$ cat src/rtl/seven_seg_pkg.sv
// Shared constants for the seven-segment encoder/decoder pair: the active-low
// digit patterns (g..a), the special decode codes and the dwell FSM state type.
package seven_seg_pkg;

    localparam logic [6:0] SEG_0     = 7'b1000000;
    localparam logic [6:0] SEG_1     = 7'b1111001;
    localparam logic [6:0] SEG_2     = 7'b0100100;
    localparam logic [6:0] SEG_3     = 7'b0110000;
    localparam logic [6:0] SEG_4     = 7'b0011001;
    localparam logic [6:0] SEG_5     = 7'b0010010;
    localparam logic [6:0] SEG_6     = 7'b0000010;
    localparam logic [6:0] SEG_7     = 7'b1111000;
    localparam logic [6:0] SEG_8     = 7'b0000000;
    localparam logic [6:0] SEG_9     = 7'b0010000;
    localparam logic [6:0] SEG_BLANK = 7'b1111111;

    localparam logic [3:0] BLANK_CODE = 4'hF;
    localparam logic [3:0] ERR_CODE   = 4'hE;

    typedef enum logic [1:0] {
        ST_IDLE     = 2'd0,
        ST_DWELL    = 2'd1,
        ST_CAPTURED = 2'd2
    } dwell_state_e;

endpackage

$ cat src/rtl/seven_segment_pattern_decode.sv
// Combinational inverse of the BCD-to-seven-segment encoder: maps one active-low
// segment byte to {code, dp, err}; unknown patterns decode to ERR_CODE.
module seven_segment_pattern_decode
    import seven_seg_pkg::*;
(
    input  logic [7:0] segment,
    output logic [3:0] code,
    output logic       dp,
    output logic       err
);

    always_comb begin
        code = ERR_CODE;
        err  = 1'b1;
        dp   = ~segment[7];
        case (segment[6:0])
            SEG_0:     begin code = 4'd0;       err = 1'b0; end
            SEG_1:     begin code = 4'd1;       err = 1'b0; end
            SEG_2:     begin code = 4'd2;       err = 1'b0; end
            SEG_3:     begin code = 4'd3;       err = 1'b0; end
            SEG_4:     begin code = 4'd4;       err = 1'b0; end
            SEG_5:     begin code = 4'd5;       err = 1'b0; end
            SEG_6:     begin code = 4'd6;       err = 1'b0; end
            SEG_7:     begin code = 4'd7;       err = 1'b0; end
            SEG_8:     begin code = 4'd8;       err = 1'b0; end
            SEG_9:     begin code = 4'd9;       err = 1'b0; end
            SEG_BLANK: begin code = BLANK_CODE; err = 1'b0; end
            default:   begin code = ERR_CODE;   err = 1'b1; end
        endcase
    end

endmodule

$ cat src/rtl/seven_segment_frame_monitor.sv
// Snoops a multiplexed active-low seven-segment bus, captures each digit once it
// has dwelt stably, and publishes a whole frame atomically when every digit is seen.
module seven_segment_frame_monitor
    import seven_seg_pkg::*;
#(
    parameter int DIGITS        = 4,
    parameter int STABLE_CYCLES = 4
) (
    input  logic                  clk,
    input  logic                  rst_n,
    input  logic [7:0]            segment_data,
    input  logic [DIGITS-1:0]     digit_sel,
    output logic [4*DIGITS-1:0]   bcd_out,
    output logic [DIGITS-1:0]     dp_out,
    output logic [DIGITS-1:0]     digit_err,
    output logic                  frame_valid,
    output logic                  frame_err
);

    localparam int CW = $clog2(STABLE_CYCLES + 1);
    localparam int IW = (DIGITS > 1) ? $clog2(DIGITS) : 1;
    localparam int ZW = $clog2(DIGITS + 1);

    logic [7:0]        seg_q, prev_seg;
    logic [DIGITS-1:0] sel_q, prev_sel;
    dwell_state_e      state, state_nx;
    logic [CW-1:0]     cnt, cnt_nx;
    logic              capture;

    logic [ZW-1:0]     low_count;
    logic [IW-1:0]     digit_idx;
    logic              sample_valid;
    logic              sample_same;

    logic [3:0]        dec_code;
    logic              dec_dp, dec_err;

    logic [3:0]        shadow_code [DIGITS];
    logic [DIGITS-1:0] shadow_dp, shadow_err;
    logic [DIGITS-1:0] seen, seen_nx, capture_mask;
    logic [3:0]        commit_code [DIGITS];
    logic [DIGITS-1:0] commit_dp, commit_err;
    logic              commit;

    seven_segment_pattern_decode u_decode (
        .segment (seg_q),
        .code    (dec_code),
        .dp      (dec_dp),
        .err     (dec_err)
    );

    // A sample is usable only when exactly one anode is driven low.
    always_comb begin
        low_count = '0;
        digit_idx = '0;
        for (int i = 0; i < DIGITS; i++) begin
            if (!sel_q[i]) begin
                low_count = low_count + ZW'(1);
                digit_idx = i[IW-1:0];
            end
        end
    end

    assign sample_valid = (low_count == ZW'(1));
    assign sample_same  = (seg_q == prev_seg) && (sel_q == prev_sel);

    always_ff @(posedge clk or negedge rst_n) begin
        if (!rst_n) begin
            seg_q    <= 8'hFF;
            sel_q    <= '1;
            prev_seg <= 8'hFF;
            prev_sel <= '1;
            state    <= ST_IDLE;
            cnt      <= '0;
        end else begin
            seg_q    <= segment_data;
            sel_q    <= digit_sel;
            prev_seg <= seg_q;
            prev_sel <= sel_q;
            state    <= state_nx;
            cnt      <= cnt_nx;
        end
    end

    always_comb begin
        state_nx = state;
        cnt_nx   = cnt;
        capture  = 1'b0;
        if (!sample_valid) begin
            state_nx = ST_IDLE;
            cnt_nx   = '0;
        end else begin
            case (state)
                ST_IDLE: begin
                    state_nx = ST_DWELL;
                    cnt_nx   = CW'(1);
                end
                ST_DWELL: begin
                    if (!sample_same) begin
                        cnt_nx = CW'(1);
                    end else if (cnt == CW'(STABLE_CYCLES - 1)) begin
                        capture  = 1'b1;
                        state_nx = ST_CAPTURED;
                        cnt_nx   = CW'(STABLE_CYCLES);
                    end else begin
                        cnt_nx = cnt + CW'(1);
                    end
                end
                ST_CAPTURED: begin
                    if (!sample_same) begin
                        state_nx = ST_DWELL;
                        cnt_nx   = CW'(1);
                    end
                end
                default: begin
                    state_nx = ST_IDLE;
                    cnt_nx   = '0;
                end
            endcase
        end
    end

    // The frame view includes a capture landing on this same edge.
    always_comb begin
        capture_mask = '0;
        if (capture) capture_mask[digit_idx] = 1'b1;
        seen_nx = seen | capture_mask;
        commit  = capture && (&seen_nx);
        for (int i = 0; i < DIGITS; i++) begin
            commit_code[i] = capture_mask[i] ? dec_code : shadow_code[i];
            commit_dp[i]   = capture_mask[i] ? dec_dp   : shadow_dp[i];
            commit_err[i]  = capture_mask[i] ? dec_err  : shadow_err[i];
        end
    end

    always_ff @(posedge clk or negedge rst_n) begin
        if (!rst_n) begin
            for (int i = 0; i < DIGITS; i++) shadow_code[i] <= BLANK_CODE;
            shadow_dp   <= '0;
            shadow_err  <= '0;
            seen        <= '0;
            bcd_out     <= {DIGITS{BLANK_CODE}};
            dp_out      <= '0;
            digit_err   <= '0;
            frame_valid <= 1'b0;
            frame_err   <= 1'b0;
        end else begin
            frame_valid <= commit;
            seen        <= commit ? '0 : seen_nx;
            if (capture) begin
                shadow_code[digit_idx] <= dec_code;
                shadow_dp[digit_idx]   <= dec_dp;
                shadow_err[digit_idx]  <= dec_err;
            end
            if (commit) begin
                for (int i = 0; i < DIGITS; i++) bcd_out[4*i +: 4] <= commit_code[i];
                dp_out    <= commit_dp;
                digit_err <= commit_err;
                frame_err <= |commit_err;
            end
        end
    end

endmodule

$ cat config.mk
export PLATFORM = sky130hd
export DESIGN_NAME = seven_segment_frame_monitor
export DESIGN_NICKNAME = d
export VERILOG_FILES = /design/src/rtl/seven_seg_pkg.sv /design/src/rtl/seven_segment_pattern_decode.sv /design/src/rtl/seven_segment_frame_monitor.sv
export SDC_FILE = /design/constraint.sdc
export NUM_CORES = 1
export LEC_CHECK = 0
export ABC_CLOCK_PERIOD_IN_PS = 3800
export BUFFER_PORTS_ARGS = -buffer_cell sky130_fd_sc_hd__buf_2
export CORE_UTILIZATION = 37
export CTS_CLUSTER_DIAMETER = 30
export DETAILED_ROUTE_END_ITERATION = 10
export HOLD_SLACK_MARGIN = 0.1
export SKIP_LAST_GASP = 1
export SLEW_MARGIN = 5
export SYNTH_ARGS = -nofsm -noshare
export SYNTH_HDL_FRONTEND = slang
export SYNTH_SLANG_ARGS = --single-unit
$ cat constraint.sdc
create_clock -name clk -period 3.8 [get_ports clk]
set_clock_uncertainty 0.1 [all_clocks]
set_input_delay 0.57 -clock clk [delete_from_list [all_inputs] [get_ports clk]]
set_output_delay 0.57 -clock clk [all_outputs]
set_load 0.05 [all_outputs]
==> impl_metrics.prom, run 1 <==
# TYPE chip_impl_metric gauge
chip_impl_info{name="status",value="finished, final reports clean"} 1
chip_impl_metric{name="die_height",unit="um"} 101
chip_impl_metric{name="coreArea",unit="sq um"} 9330
chip_impl_metric{name="fp.dieW",unit="um"} 101
chip_impl_metric{name="cts_num_sinks",unit=""} 83
chip_impl_metric{name="synthesis.instances",unit=""} 286
chip_impl_metric{name="worstPathBufferInverterCount",unit=""} 1
chip_impl_metric{name="min_path_cells",unit=""} 1
chip_impl_metric{name="overall_via_count_from_detail_route",unit=""} 2267
chip_impl_metric{name="worst_ep_required_time",unit="ns"} 3.99
chip_impl_metric{name="worst_ir_drop_vdd",unit="V"} 0.000196
chip_impl_metric{name="cp_max_fo",unit=""} 7
chip_impl_metric{name="layout-area-overhead-vs-synth",unit="%"} 16.0
chip_impl_info{name="criticalPathCategory",value="reg2reg"} 1
chip_impl_metric{name="drive_above_1_share",unit=""} 0.435
chip_impl_info{name="synth.largest_area_cell",value="dfstp_2"} 1
chip_impl_metric{name="power_density",unit="nW/um^2"} 400
chip_impl_metric{name="postLayoutCellArea",unit="sq um"} 4160
chip_impl_metric{name="pre_cts_slack",unit="ns"} 0.168
chip_impl_metric{name="final_antenna_net_count",unit=""} 0
chip_impl_metric{name="place_congestion",unit=""} 0.759
chip_impl_metric{name="post_dp_cell_area",unit="sq um"} 3960
chip_impl_metric{name="number_of_global_route_vias_before_repair",unit=""} 2272
chip_impl_metric{name="final-seq-area",unit="sq um"} 2150
chip_impl_metric{name="clkTransAtPathRegs",unit="ns"} 0.09
chip_impl_info{name="crit_family",value="simple AND/OR/NAND/NOR gates"} 1
chip_impl_metric{name="holdBufCountCts",unit=""} 0
chip_impl_info{name="crit_chain",value="inv_1 > ha_1 > xnor2_1 > ha_1 > or4b_1 > a2bb2oi_1 > and2_4 > nor4_4 > mux2_2 > mux2_2"} 1
chip_impl_metric{name="syn-cell-area",unit="sq um"} 3590
chip_impl_metric{name="synth.yosys.seq_area_share",unit=""} 0.598
chip_impl_metric{name="drtIter0Drc",unit=""} 102
chip_impl_metric{name="route.detailed.drc",unit=""} 0
chip_impl_metric{name="maximum_number_of_pins_on_one_net_before_global_route_repair",unit=""} 84
chip_impl_info{name="worst_setup_path_start_kind",value="flip-flop"} 1
chip_impl_info{name="hold-path-endpoint",value="seg_q[7]"} 1
chip_impl_metric{name="post-route-min-period",unit="ns"} 3.59
chip_impl_metric{name="fmax",unit="GHz"} 0.278
chip_impl_metric{name="drt_pre_antenna_iters",unit=""} 4
chip_impl_metric{name="finalSetupTns",unit="ns"} 0
chip_impl_metric{name="total_global_routing_overflow",unit=""} 0
chip_impl_info{name="yosys-top-cells-area",value="dfstp_2 (41%), dfrtp_1 (19%), mux2_2 (6.9%), xnor2_1 (3.4%), mux2i_1 (3.3%)"} 1
chip_impl_metric{name="initial_utilization",unit=""} 0.385
chip_impl_metric{name="timing.critical_path.slowest_cell_delay",unit="ns"} 0.61
chip_impl_metric{name="n_antenna_cell",unit=""} 0
chip_impl_metric{name="timing.reg2reg.worst_path_depth",unit=""} 10
chip_impl_metric{name="fp.dieArea",unit="sq um"} 10100
chip_impl_info{name="layout_common_cells",value="dfstp_2 (56), buf_2 (38), dfrtp_1 (27)"} 1
chip_impl_metric{name="drt-wirelength-per-cell",unit="um"} 14.6
chip_impl_metric{name="max_slew_margin",unit=""} 0.332
chip_impl_metric{name="antenna_found_initial",unit=""} 0
chip_impl_metric{name="postSynthRegisterBits",unit=""} 83
chip_impl_metric{name="slew_violations",unit=""} 0
chip_impl_metric{name="netlist-cell-type-count",unit=""} 49
chip_impl_metric{name="post-layout-total-power",unit="mW"} 1.66
chip_impl_metric{name="ys_warn_count",unit=""} 0
chip_impl_metric{name="rows",unit=""} 35
chip_impl_info{name="worstReg2RegStart",value="sel_q[1]"} 1
chip_impl_metric{name="timing.critical_path.arrival",unit="ns"} 3.78
chip_impl_info{name="slowest_stage",value="dfstp_2"} 1
chip_impl_metric{name="buffer_ports.inserted",unit=""} 39
chip_impl_metric{name="cts.path.max_buffers",unit=""} 2
chip_impl_metric{name="vias_per_cell",unit=""} 4.88
chip_impl_metric{name="grt_usage",unit=""} 0.155
chip_impl_metric{name="drv.max_cap_violation_count",unit=""} 0
chip_impl_metric{name="n_fill_cell",unit=""} 866
chip_impl_metric{name="ctsHtreeMaxLevel",unit=""} 3
chip_impl_metric{name="multi_input_area",unit="sq um"} 1330
chip_impl_metric{name="ios",unit=""} 40
chip_impl_info{name="commonest_non_fill_non_tap_cell_in_the_layout",value="dfstp_2"} 1
chip_impl_metric{name="min_period_over_period",unit=""} 0.946
chip_impl_metric{name="reg2reg_setup_slack",unit="ns"} 0.21
chip_impl_metric{name="drt_wl_total",unit="um"} 6810
chip_impl_metric{name="setup_viol",unit=""} 0
chip_impl_metric{name="nNetsFinal",unit=""} 350
chip_impl_metric{name="setup_ws",unit="ns"} 0.206
chip_impl_info{name="tritoncts",value="done"} 1
chip_impl_metric{name="clk-insertion-delay-late",unit="ns"} 0.35
chip_impl_info{name="min_path_type",value="in2reg"} 1
chip_impl_info{name="clk_root_buffer_cell",value="clkbuf_8"} 1
chip_impl_info{name="holdCritStartpoint",value="segment_data[7]"} 1
chip_impl_info{name="worst_r2r_endpoint",value="bcd_out[3]"} 1
chip_impl_metric{name="first_pass_grt_wire_length",unit="um"} 11800
chip_impl_metric{name="post_cts_resize_count",unit=""} 0
chip_impl_info{name="endpoint_kind",value="flip-flop"} 1
chip_impl_metric{name="final_hold_fails",unit=""} 0
chip_impl_metric{name="tightestPinTransition",unit="ns"} 1.00
chip_impl_metric{name="leak",unit="nW"} 1.84
chip_impl_metric{name="postCtsSetupRepairBufs",unit=""} 0
chip_impl_metric{name="synth_largest_type_area_fraction",unit=""} 0.410
chip_impl_metric{name="avgSynthCellArea",unit="sq um"} 12.6
chip_impl_metric{name="dp_hpwl",unit="um"} 4690
chip_impl_metric{name="cts_buffers",unit=""} 9
chip_impl_metric{name="mappedNetlistNets",unit=""} 305
chip_impl_info{name="rsz0062_at_grt",value="false"} 1
[report_power, final]
part | switching [mW] | total (mW) | internal (mW)
sequential | 0.0257 | 0.937 | 0.912
combinational | 0.0465 | 0.0821 | 0.0356
clock | 0.320 | 0.645 | 0.325
[worst register-to-register path, delay by kind of cell (launching register included)]
family          cells  cell delay (ns)
simple gates        3             1.10
mux                 2             0.66
fa+ha+maj           2             0.65
flops               1             0.61
compound gates      1             0.19
xor+xnor            1             0.16
buf+inv             1             0.06
[how the worst max path moves through the flow]
| stage | start | endpoint | slack [ns] | depth (start not counted) |
|---|---|---|---|---|
| after global routing | sel_q[1] | bcd_out[3] | 0.04 | 10 |
| after global placement | sel_q[1] | bcd_out[11] | 0.28 | 10 |
| after CTS | sel_q[1] | bcd_out[8] | 0.15 | 10 |
| after floorplan | sel_q[1] | bcd_out[3] | 0.34 | 10 |
| after detailed placement | sel_q[1] | bcd_out[8] | 0.17 | 10 |
| final | sel_q[1] | bcd_out[3] | 0.21 | 10 |
[sequential cells by signal (all words and copies together), names as in the netlist]
signal       count
bcd_out         16
cnt              3
digit_err        4
dp_out           4
frame_err        1
frame_valid      1
prev_seg         8
prev_sel         4
seen             4
seg_q            8
sel_q            4
shadow_code     16
shadow_dp        4
shadow_err       4
state            2
[layer usage]
layer	global-route usage	wire (um)
met1	0.214	3340
met2	0.233	3100
met3	0.0423	261
met4	0.0591	108
met5	0	0
[synthesized netlist by cell type (all sizes together)]
cell type	number
a2111oi	2
a211oi	1
a21o	4
a21oi	6
a22o	1
a2bb2oi	3
and2	1
and3	2
and3b	1
buf	6
clkbuf	7
dfrtp	27
dfstp	56
ha	5
inv	16
mux2	24
mux2i	12
nand2	16
nand2b	3
nand3	4
nand3b	2
nand4	4
nand4b	3
nor2	14
nor2b	5
nor3	5
nor3b	3
nor4	3
nor4b	1
nor4bb	2
o2111a	1
o2111ai	2
o211ai	1
o21a	2
o21ai	17
o31a	1
o41a	2
o41ai	1
or2	1
or3	2
or3b	1
or4b	1
xnor2	14
xor2	1
[stage by stage]
stage | utilization | std cells | hold slack [ns]
5_1_grt | 0.446 | 465 | 0.180
6_report | 0.446 | 465 | 0.207
4_1_cts | 0.446 | 465 | 0.188
3_5_place_dp | 0.425 | 449 | 0.285
2_1_floorplan | - | 286 | 0.174
3_3_place_gp | 0.425 | 449 | 0.279
[area by class of cell]
| cell class | count | area share |
|---|---|---|
| inverters | 16 | 0.0144 |
| clock inverters | 5 | 0.0150 |
| clock buffers | 11 | 0.0340 |
| repair buffers | 47 | 0.0619 |
| multi-input cells | 174 | 0.320 |
| well taps | 129 | 0.0388 |
| flip-flops and latches | 83 | 0.516 |
[cells by family (layout without fill, tap and decap cells)]
group	Yosys count	in the layout	share of synthesized area
adder cells (fa/ha/maj)	5	5	0.0174
XOR/XNOR	15	15	0.0366
AO/OA/AOI/OAI	44	44	0.0826
multiplexers	36	36	0.109
AND/OR/NAND/NOR	74	74	0.124
buffers and inverters	29	79	0.0324
flip-flops	83	83	0.598
(Power assumes the default switching activity.)
==> inputs of run 2 (changes only) <==
--- a/config.mk
+++ b/config.mk
@@ -6,10 +6,10 @@
 export NUM_CORES = 1
 export LEC_CHECK = 0
 export ABC_CLOCK_PERIOD_IN_PS = 3800
-export BUFFER_PORTS_ARGS = -buffer_cell sky130_fd_sc_hd__buf_2
 export CORE_UTILIZATION = 37
 export CTS_CLUSTER_DIAMETER = 30
 export DETAILED_ROUTE_END_ITERATION = 10
+export DONT_BUFFER_PORTS = 1
 export HOLD_SLACK_MARGIN = 0.1
 export SKIP_LAST_GASP = 1
 export SLEW_MARGIN = 5
==> impl_metrics.prom, run 2 (same netlist as run 1, synthesis figures left out) <==
# TYPE chip_impl_metric gauge
chip_impl_metric{name="ctsHtreeMaxLevel",unit=""} 3
chip_impl_metric{name="timing.critical_path.arrival",unit="ns"} 3.74
chip_impl_info{name="slowest_stage",value="dfstp_2"} 1
chip_impl_metric{name="slew_violations",unit=""} 0
chip_impl_metric{name="fp.dieW",unit="um"} 101
chip_impl_metric{name="post_cts_resize_count",unit=""} 0
chip_impl_info{name="endpoint_kind",value="flip-flop"} 1
chip_impl_metric{name="grt_use_met2",unit=""} 0.227
chip_impl_metric{name="buffer_ports.inserted",unit=""} 0
chip_impl_info{name="globalRoute.busiestLayer",value="met2"} 1
chip_impl_metric{name="finalSetupTns",unit="ns"} 0
chip_impl_metric{name="tightestPinTransition",unit="ns"} 0.809
chip_impl_metric{name="post-layout-total-power",unit="mW"} 1.64
chip_impl_metric{name="coreArea",unit="sq um"} 9330
chip_impl_metric{name="timing.critical_path.slowest_cell_delay",unit="ns"} 0.61
chip_impl_info{name="top_regs",value="bcd_out: 16 flops, shadow_code: 16 flops"} 1
chip_impl_metric{name="drt-wirelength-per-cell",unit="um"} 15.7
chip_impl_info{name="tritoncts",value="done"} 1
chip_impl_metric{name="met1_usage_grt",unit=""} 0.201
chip_impl_info{name="critPathLaunch",value="sel_q[1]"} 1
chip_impl_metric{name="initial_utilization",unit=""} 0.385
chip_impl_metric{name="dp_hpwl",unit="um"} 4500
chip_impl_metric{name="min_period_over_period",unit=""} 0.934
chip_impl_metric{name="leak",unit="nW"} 1.71
chip_impl_metric{name="worst_ep_required_time",unit="ns"} 3.99
chip_impl_metric{name="post-route-min-period",unit="ns"} 3.55
chip_impl_metric{name="cts_num_sinks",unit=""} 83
chip_impl_metric{name="nNetsFinal",unit=""} 324
chip_impl_metric{name="final_antenna_net_count",unit=""} 0
chip_impl_metric{name="max_slew_margin",unit=""} 0.456
chip_impl_metric{name="drt_pre_antenna_iters",unit=""} 4
chip_impl_metric{name="setup_viol",unit=""} 0
chip_impl_metric{name="total_global_routing_overflow",unit=""} 0
chip_impl_metric{name="route.detailed.drc",unit=""} 0
chip_impl_metric{name="number_of_global_route_vias_before_repair",unit=""} 2192
chip_impl_metric{name="cp_max_fo",unit=""} 7
chip_impl_metric{name="maximum_number_of_pins_on_one_net_before_global_route_repair",unit=""} 84
chip_impl_metric{name="final_hold_fails",unit=""} 0
chip_impl_metric{name="drv.max_cap_violation_count",unit=""} 0
chip_impl_metric{name="first_pass_grt_wire_length",unit="um"} 11500
chip_impl_metric{name="cts_buffers",unit=""} 9
chip_impl_info{name="layout_common_cells",value="dfstp_2 (56), dfrtp_1 (27), mux2_2 (22)"} 1
chip_impl_metric{name="vias_per_cell",unit=""} 5.00
chip_impl_metric{name="fmax",unit="GHz"} 0.282
chip_impl_metric{name="reg2reg_setup_slack",unit="ns"} 0.25
chip_impl_metric{name="cts.path.max_buffers",unit=""} 2
chip_impl_metric{name="ios",unit=""} 40
chip_impl_metric{name="holdBufCountCts",unit=""} 14
chip_impl_metric{name="drtIter0Drc",unit=""} 73
chip_impl_metric{name="drive_above_1_share",unit=""} 0.348
chip_impl_metric{name="grt_usage",unit=""} 0.150
chip_impl_info{name="commonest_non_fill_non_tap_cell_in_the_layout",value="dfstp_2"} 1
chip_impl_metric{name="worst_ir_drop_vdd",unit="V"} 0.000227
chip_impl_info{name="worst_setup_path_start_kind",value="flip-flop"} 1
chip_impl_metric{name="drt_wl_total",unit="um"} 6880
chip_impl_info{name="clk_root_buffer_cell",value="clkbuf_8"} 1
chip_impl_metric{name="place_congestion",unit=""} 0.766
chip_impl_info{name="holdCritStartpoint",value="sel_q[0]"} 1
chip_impl_metric{name="fp.dieArea",unit="sq um"} 10100
chip_impl_info{name="crit_family",value="simple AND/OR/NAND/NOR gates"} 1
chip_impl_info{name="min_path_type",value="reg2reg"} 1
chip_impl_metric{name="worstPathBufferInverterCount",unit=""} 1
chip_impl_metric{name="antenna_found_initial",unit=""} 0
chip_impl_metric{name="postCtsSetupRepairBufs",unit=""} 0
chip_impl_info{name="criticalPathCategory",value="reg2reg"} 1
chip_impl_metric{name="n_fill_cell",unit=""} 870
chip_impl_metric{name="gr-usage-met3",unit=""} 0.0513
chip_impl_metric{name="power_density",unit="nW/um^2"} 400
chip_impl_metric{name="overall_via_count_from_detail_route",unit=""} 2196
chip_impl_metric{name="clkTransAtPathRegs",unit="ns"} 0.09
chip_impl_metric{name="clk-insertion-delay-late",unit="ns"} 0.36
chip_impl_metric{name="layout-area-overhead-vs-synth",unit="%"} 14.3
chip_impl_metric{name="n_antenna_cell",unit=""} 0
chip_impl_metric{name="rows",unit=""} 35
chip_impl_info{name="crit_chain",value="inv_1 > ha_1 > xnor2_1 > ha_1 > or4b_1 > a2bb2oi_1 > and2_4 > nor4_4 > mux2_2 > mux2_2"} 1
chip_impl_info{name="rsz0062_at_grt",value="false"} 1
chip_impl_info{name="worstReg2RegStart",value="sel_q[1]"} 1
chip_impl_metric{name="die_height",unit="um"} 101
chip_impl_info{name="status",value="finished, final reports clean"} 1
-- run 2: cell count changes in the layout (fill, tap and decap cells not counted), moves of 2 or more --
cell and change:
dlygate4sd3_1 +13, buf_2 -38, inv_6 +2, buf_4 -2
-- run 2: path summary, 6_finish.rpt --
kind,cells after the start,end
max,10,bcd_out[8]
max reg2reg,10,bcd_out[8]
max in group asynchronous,2,seg_q[3]
min,0,prev_sel[0]
min in group asynchronous,2,frame_err
min reg2reg,0,prev_sel[0]
-- run 2: worst reg2reg max path: stages (launching register included) --
cell and delay [ns]:
dfstp_2 0.61, inv_1 0.06, ha_1 0.34, xnor2_1 0.16, ha_1 0.31, or4b_1 0.47
a2bb2oi_1 0.19, and2_4 0.20, nor4_4 0.40, mux2_2 0.39, mux2_2 0.27
-- run 2: per-stage QoR --
stage / cell area [sq um] / instances / hold WS (ns) / setup WS, ns / util
2_1_floorplan: 3590 / 286 / 0.174 / 0.344 / -
3_5_place_dp: 3750 / 409 / 0.178 / 0.255 / 0.403
5_1_grt: 4100 / 439 / 0.304 / 0.108 / 0.440
4_1_cts: 4100 / 439 / 0.292 / 0.244 / 0.440
3_3_place_gp: 3750 / 409 / 0.177 / 0.321 / 0.403
6_report: 4100 / 439 / 0.289 / 0.250 / 0.440
-- run 2: metal layers --
layer,vias to the layer above,part of all wire
met5,-,0
li1,1034,-
met1,1104,0.48
met3,8,0.058
met2,50,0.45
met4,0,0.012
-- run 2: layout make-up --
| type | count | area (sq um) | share of cell area |
|---|---|---|---|
| Sequential cell | 83 | 2150 | 0.523 |
| Clock buffer | 10 | 138 | 0.0335 |
| Clock inverter | 6 | 53.8 | 0.0131 |
| Tap cell | 129 | 161 | 0.0393 |
| Timing Repair Buffer | 21 | 210 | 0.0512 |
| Multi-Input combinational cell | 174 | 1330 | 0.325 |
| Inverter | 16 | 60.1 | 0.0146 |
-- run 2: report_power, final --
part / switching, mW / internal (mW)
Combinational: 0.0476 / 0.0428
Sequential: 0.0259 / 0.912
Clock: 0.347 / 0.268
Total: 0.421 / 1.22
==> inputs of run 3 (changes only) <==
--- a/config.mk
+++ b/config.mk
@@ -6,11 +6,12 @@
 export NUM_CORES = 1
 export LEC_CHECK = 0
 export ABC_CLOCK_PERIOD_IN_PS = 3800
-export CORE_UTILIZATION = 37
+export CORE_UTILIZATION = 55
 export CTS_CLUSTER_DIAMETER = 30
 export DETAILED_ROUTE_END_ITERATION = 10
 export DONT_BUFFER_PORTS = 1
 export HOLD_SLACK_MARGIN = 0.1
+export PLACE_DENSITY = 0.7
 export SKIP_LAST_GASP = 1
 export SLEW_MARGIN = 5
 export SYNTH_ARGS = -nofsm -noshare
==> impl_metrics.prom, run 3 (same netlist as run 1, synthesis figures left out) <==
# TYPE chip_impl_metric gauge
chip_impl_info{name="endpoint_kind",value="flip-flop"} 1
chip_impl_metric{name="coreArea",unit="sq um"} 6310
chip_impl_info{name="criticalPathCategory",value="reg2reg"} 1
chip_impl_metric{name="number_of_global_route_vias_before_repair",unit=""} 2265
chip_impl_metric{name="placedCellCount",unit=""} 357
chip_impl_info{name="crit_family",value="simple AND/OR/NAND/NOR gates"} 1
chip_impl_metric{name="timing.critical_path.slowest_cell_delay",unit="ns"} 0.60
chip_impl_metric{name="n_fill_cell",unit=""} 510
chip_impl_metric{name="finalSetupTns",unit="ns"} 0
chip_impl_info{name="slowest_stage",value="dfstp_2"} 1
chip_impl_metric{name="fp.dieW",unit="um"} 82.8
chip_impl_metric{name="post_cts_resize_count",unit=""} 0
chip_impl_metric{name="dp_hpwl",unit="um"} 4400
chip_impl_metric{name="cts.path.max_buffers",unit=""} 2
chip_impl_metric{name="nNetsFinal",unit=""} 324
chip_impl_metric{name="multi_input_area",unit="sq um"} 1330
chip_impl_metric{name="total_global_routing_overflow",unit=""} 0
chip_impl_metric{name="drt_wl_total",unit="um"} 6600
chip_impl_info{name="crit_chain",value="inv_1 > ha_1 > xnor2_1 > ha_1 > or4b_1 > a2bb2oi_1 > and2_4 > nor4_4 > mux2_2 > mux2_2"} 1
chip_impl_metric{name="place_congestion",unit=""} 0.856
chip_impl_metric{name="max_slew_margin",unit=""} 0.426
chip_impl_metric{name="buffer_ports.inserted",unit=""} 0
chip_impl_info{name="rsz0062_at_grt",value="false"} 1
chip_impl_metric{name="ios",unit=""} 40
chip_impl_metric{name="fp.dieArea",unit="sq um"} 6860
chip_impl_metric{name="cts_num_sinks",unit=""} 83
chip_impl_info{name="layout_common_cells",value="dfstp_2 (56), dfrtp_1 (27), mux2_2 (22)"} 1
chip_impl_metric{name="final_hold_fails",unit=""} 0
chip_impl_metric{name="final_antenna_net_count",unit=""} 0
chip_impl_info{name="status",value="finished, final reports clean"} 1
chip_impl_metric{name="drtIter0Drc",unit=""} 86
chip_impl_info{name="commonest_non_fill_non_tap_cell_in_the_layout",value="dfstp_2"} 1
chip_impl_metric{name="timing.critical_path.arrival",unit="ns"} 3.79
chip_impl_metric{name="setup_viol",unit=""} 0
chip_impl_info{name="tritoncts",value="done"} 1
chip_impl_metric{name="grt_usage",unit=""} 0.209
chip_impl_info{name="critPathLaunch",value="sel_q[1]"} 1
chip_impl_metric{name="n_antenna_cell",unit=""} 0
chip_impl_metric{name="number_of_standard_cells_in_the_layout_taps_in_and_fillers_out",unit=""} 387
chip_impl_metric{name="power_density",unit="nW/um^2"} 394
chip_impl_metric{name="final-seq-area",unit="sq um"} 2150
chip_impl_metric{name="layout-area-overhead-vs-synth",unit="%"} 11.9
chip_impl_info{name="worstReg2RegStart",value="sel_q[1]"} 1
chip_impl_metric{name="slew_violations",unit=""} 0
chip_impl_metric{name="clkTransAtPathRegs",unit="ns"} 0.08
chip_impl_metric{name="rows",unit=""} 29
chip_impl_info{name="holdCritStartpoint",value="sel_q[0]"} 1
chip_impl_metric{name="route.detailed.drc",unit=""} 0
chip_impl_info{name="top_regs",value="bcd_out: 16 flops, shadow_code: 16 flops"} 1
chip_impl_info{name="worst_setup_path_start_kind",value="flip-flop"} 1
chip_impl_metric{name="drt-wirelength-per-cell",unit="um"} 17.1
chip_impl_info{name="min_path_type",value="reg2reg"} 1
chip_impl_metric{name="drt_pre_antenna_iters",unit=""} 4
chip_impl_metric{name="cts_buffers",unit=""} 9
chip_impl_metric{name="worstPathBufferInverterCount",unit=""} 1
chip_impl_metric{name="fmax",unit="GHz"} 0.278
chip_impl_metric{name="clk-insertion-delay-late",unit="ns"} 0.36
chip_impl_metric{name="ctsHtreeMaxLevel",unit=""} 3
chip_impl_metric{name="tightestPinTransition",unit="ns"} 0.839
chip_impl_metric{name="antenna_found_initial",unit=""} 0
chip_impl_metric{name="overall_via_count_from_detail_route",unit=""} 2201
chip_impl_metric{name="drive_above_1_share",unit=""} 0.342
chip_impl_metric{name="worst_ep_required_time",unit="ns"} 3.99
chip_impl_metric{name="initial_utilization",unit=""} 0.569
chip_impl_metric{name="vias_per_cell",unit=""} 5.69
chip_impl_metric{name="worst_ir_drop_vdd",unit="V"} 0.000275
chip_impl_metric{name="maximum_number_of_pins_on_one_net_before_global_route_repair",unit=""} 84
chip_impl_metric{name="die_height",unit="um"} 82.8
chip_impl_metric{name="post-route-min-period",unit="ns"} 3.60
chip_impl_metric{name="min_period_over_period",unit=""} 0.948
chip_impl_metric{name="cp_max_fo",unit=""} 7
chip_impl_metric{name="drv.max_cap_violation_count",unit=""} 0
chip_impl_metric{name="leak",unit="nW"} 1.68
chip_impl_metric{name="first_pass_grt_wire_length",unit="um"} 11200
chip_impl_info{name="clk_root_buffer_cell",value="clkbuf_8"} 1
## run 3: what timing repair did
action                                 4_1_cts  5_1_grt
endpoints found under the hold margin       95        0
setup buffers                                0        0
hold buffers                                14        0
## run 3: metrics by stage
stage	setup WS [ns]	hold slack [ns]	total power, mW	util	instance area, sq um
final	0.197	0.288	1.58	0.636	4020
after global routing	0.0768	0.294	1.65	0.636	4020
after CTS	0.194	0.289	1.60	0.636	4020
after detailed placement	0.210	0.180	1.01	0.584	3690
after global placement	0.322	0.177	1.01	0.584	3690
after floorplan	0.344	0.174	0.998	-	3590
## run 3: cell type report
cell class                 instances  area share
clock inverter                     5     0.00965
inverter                          16      0.0149
clock buffer                      11      0.0327
multi-input combinational        174       0.332
tap                               77      0.0240
timing repair buffer              21      0.0523
sequential                        83       0.534
## run 3: worst paths after layout
kind,end,slack (ns),cells after the start
max,bcd_out[3],0.20,10
min,prev_sel[0],0.29,0
max reg2reg,bcd_out[3],0.20,10
min reg2reg,prev_sel[0],0.29,0
max in group asynchronous,bcd_out[14],2.55,2
min in group asynchronous,cnt[2],0.68,2
## run 3: where the power goes
part           switching, mW  total [mW]  internal, mW  leakage [nW]
clock network          0.315       0.555         0.240        0.0722
registers             0.0252       0.937         0.912         0.958
logic                 0.0484      0.0913        0.0429         0.653
## run 3: routing by layer
layer,share of wire,vias to the layer above,GRT usage
li1,-,1038,-
met1,0.47,1105,0.282
met2,0.47,48,0.319
met3,0.050,10,0.0755
met4,0.013,0,0.0643
met5,0,-,0
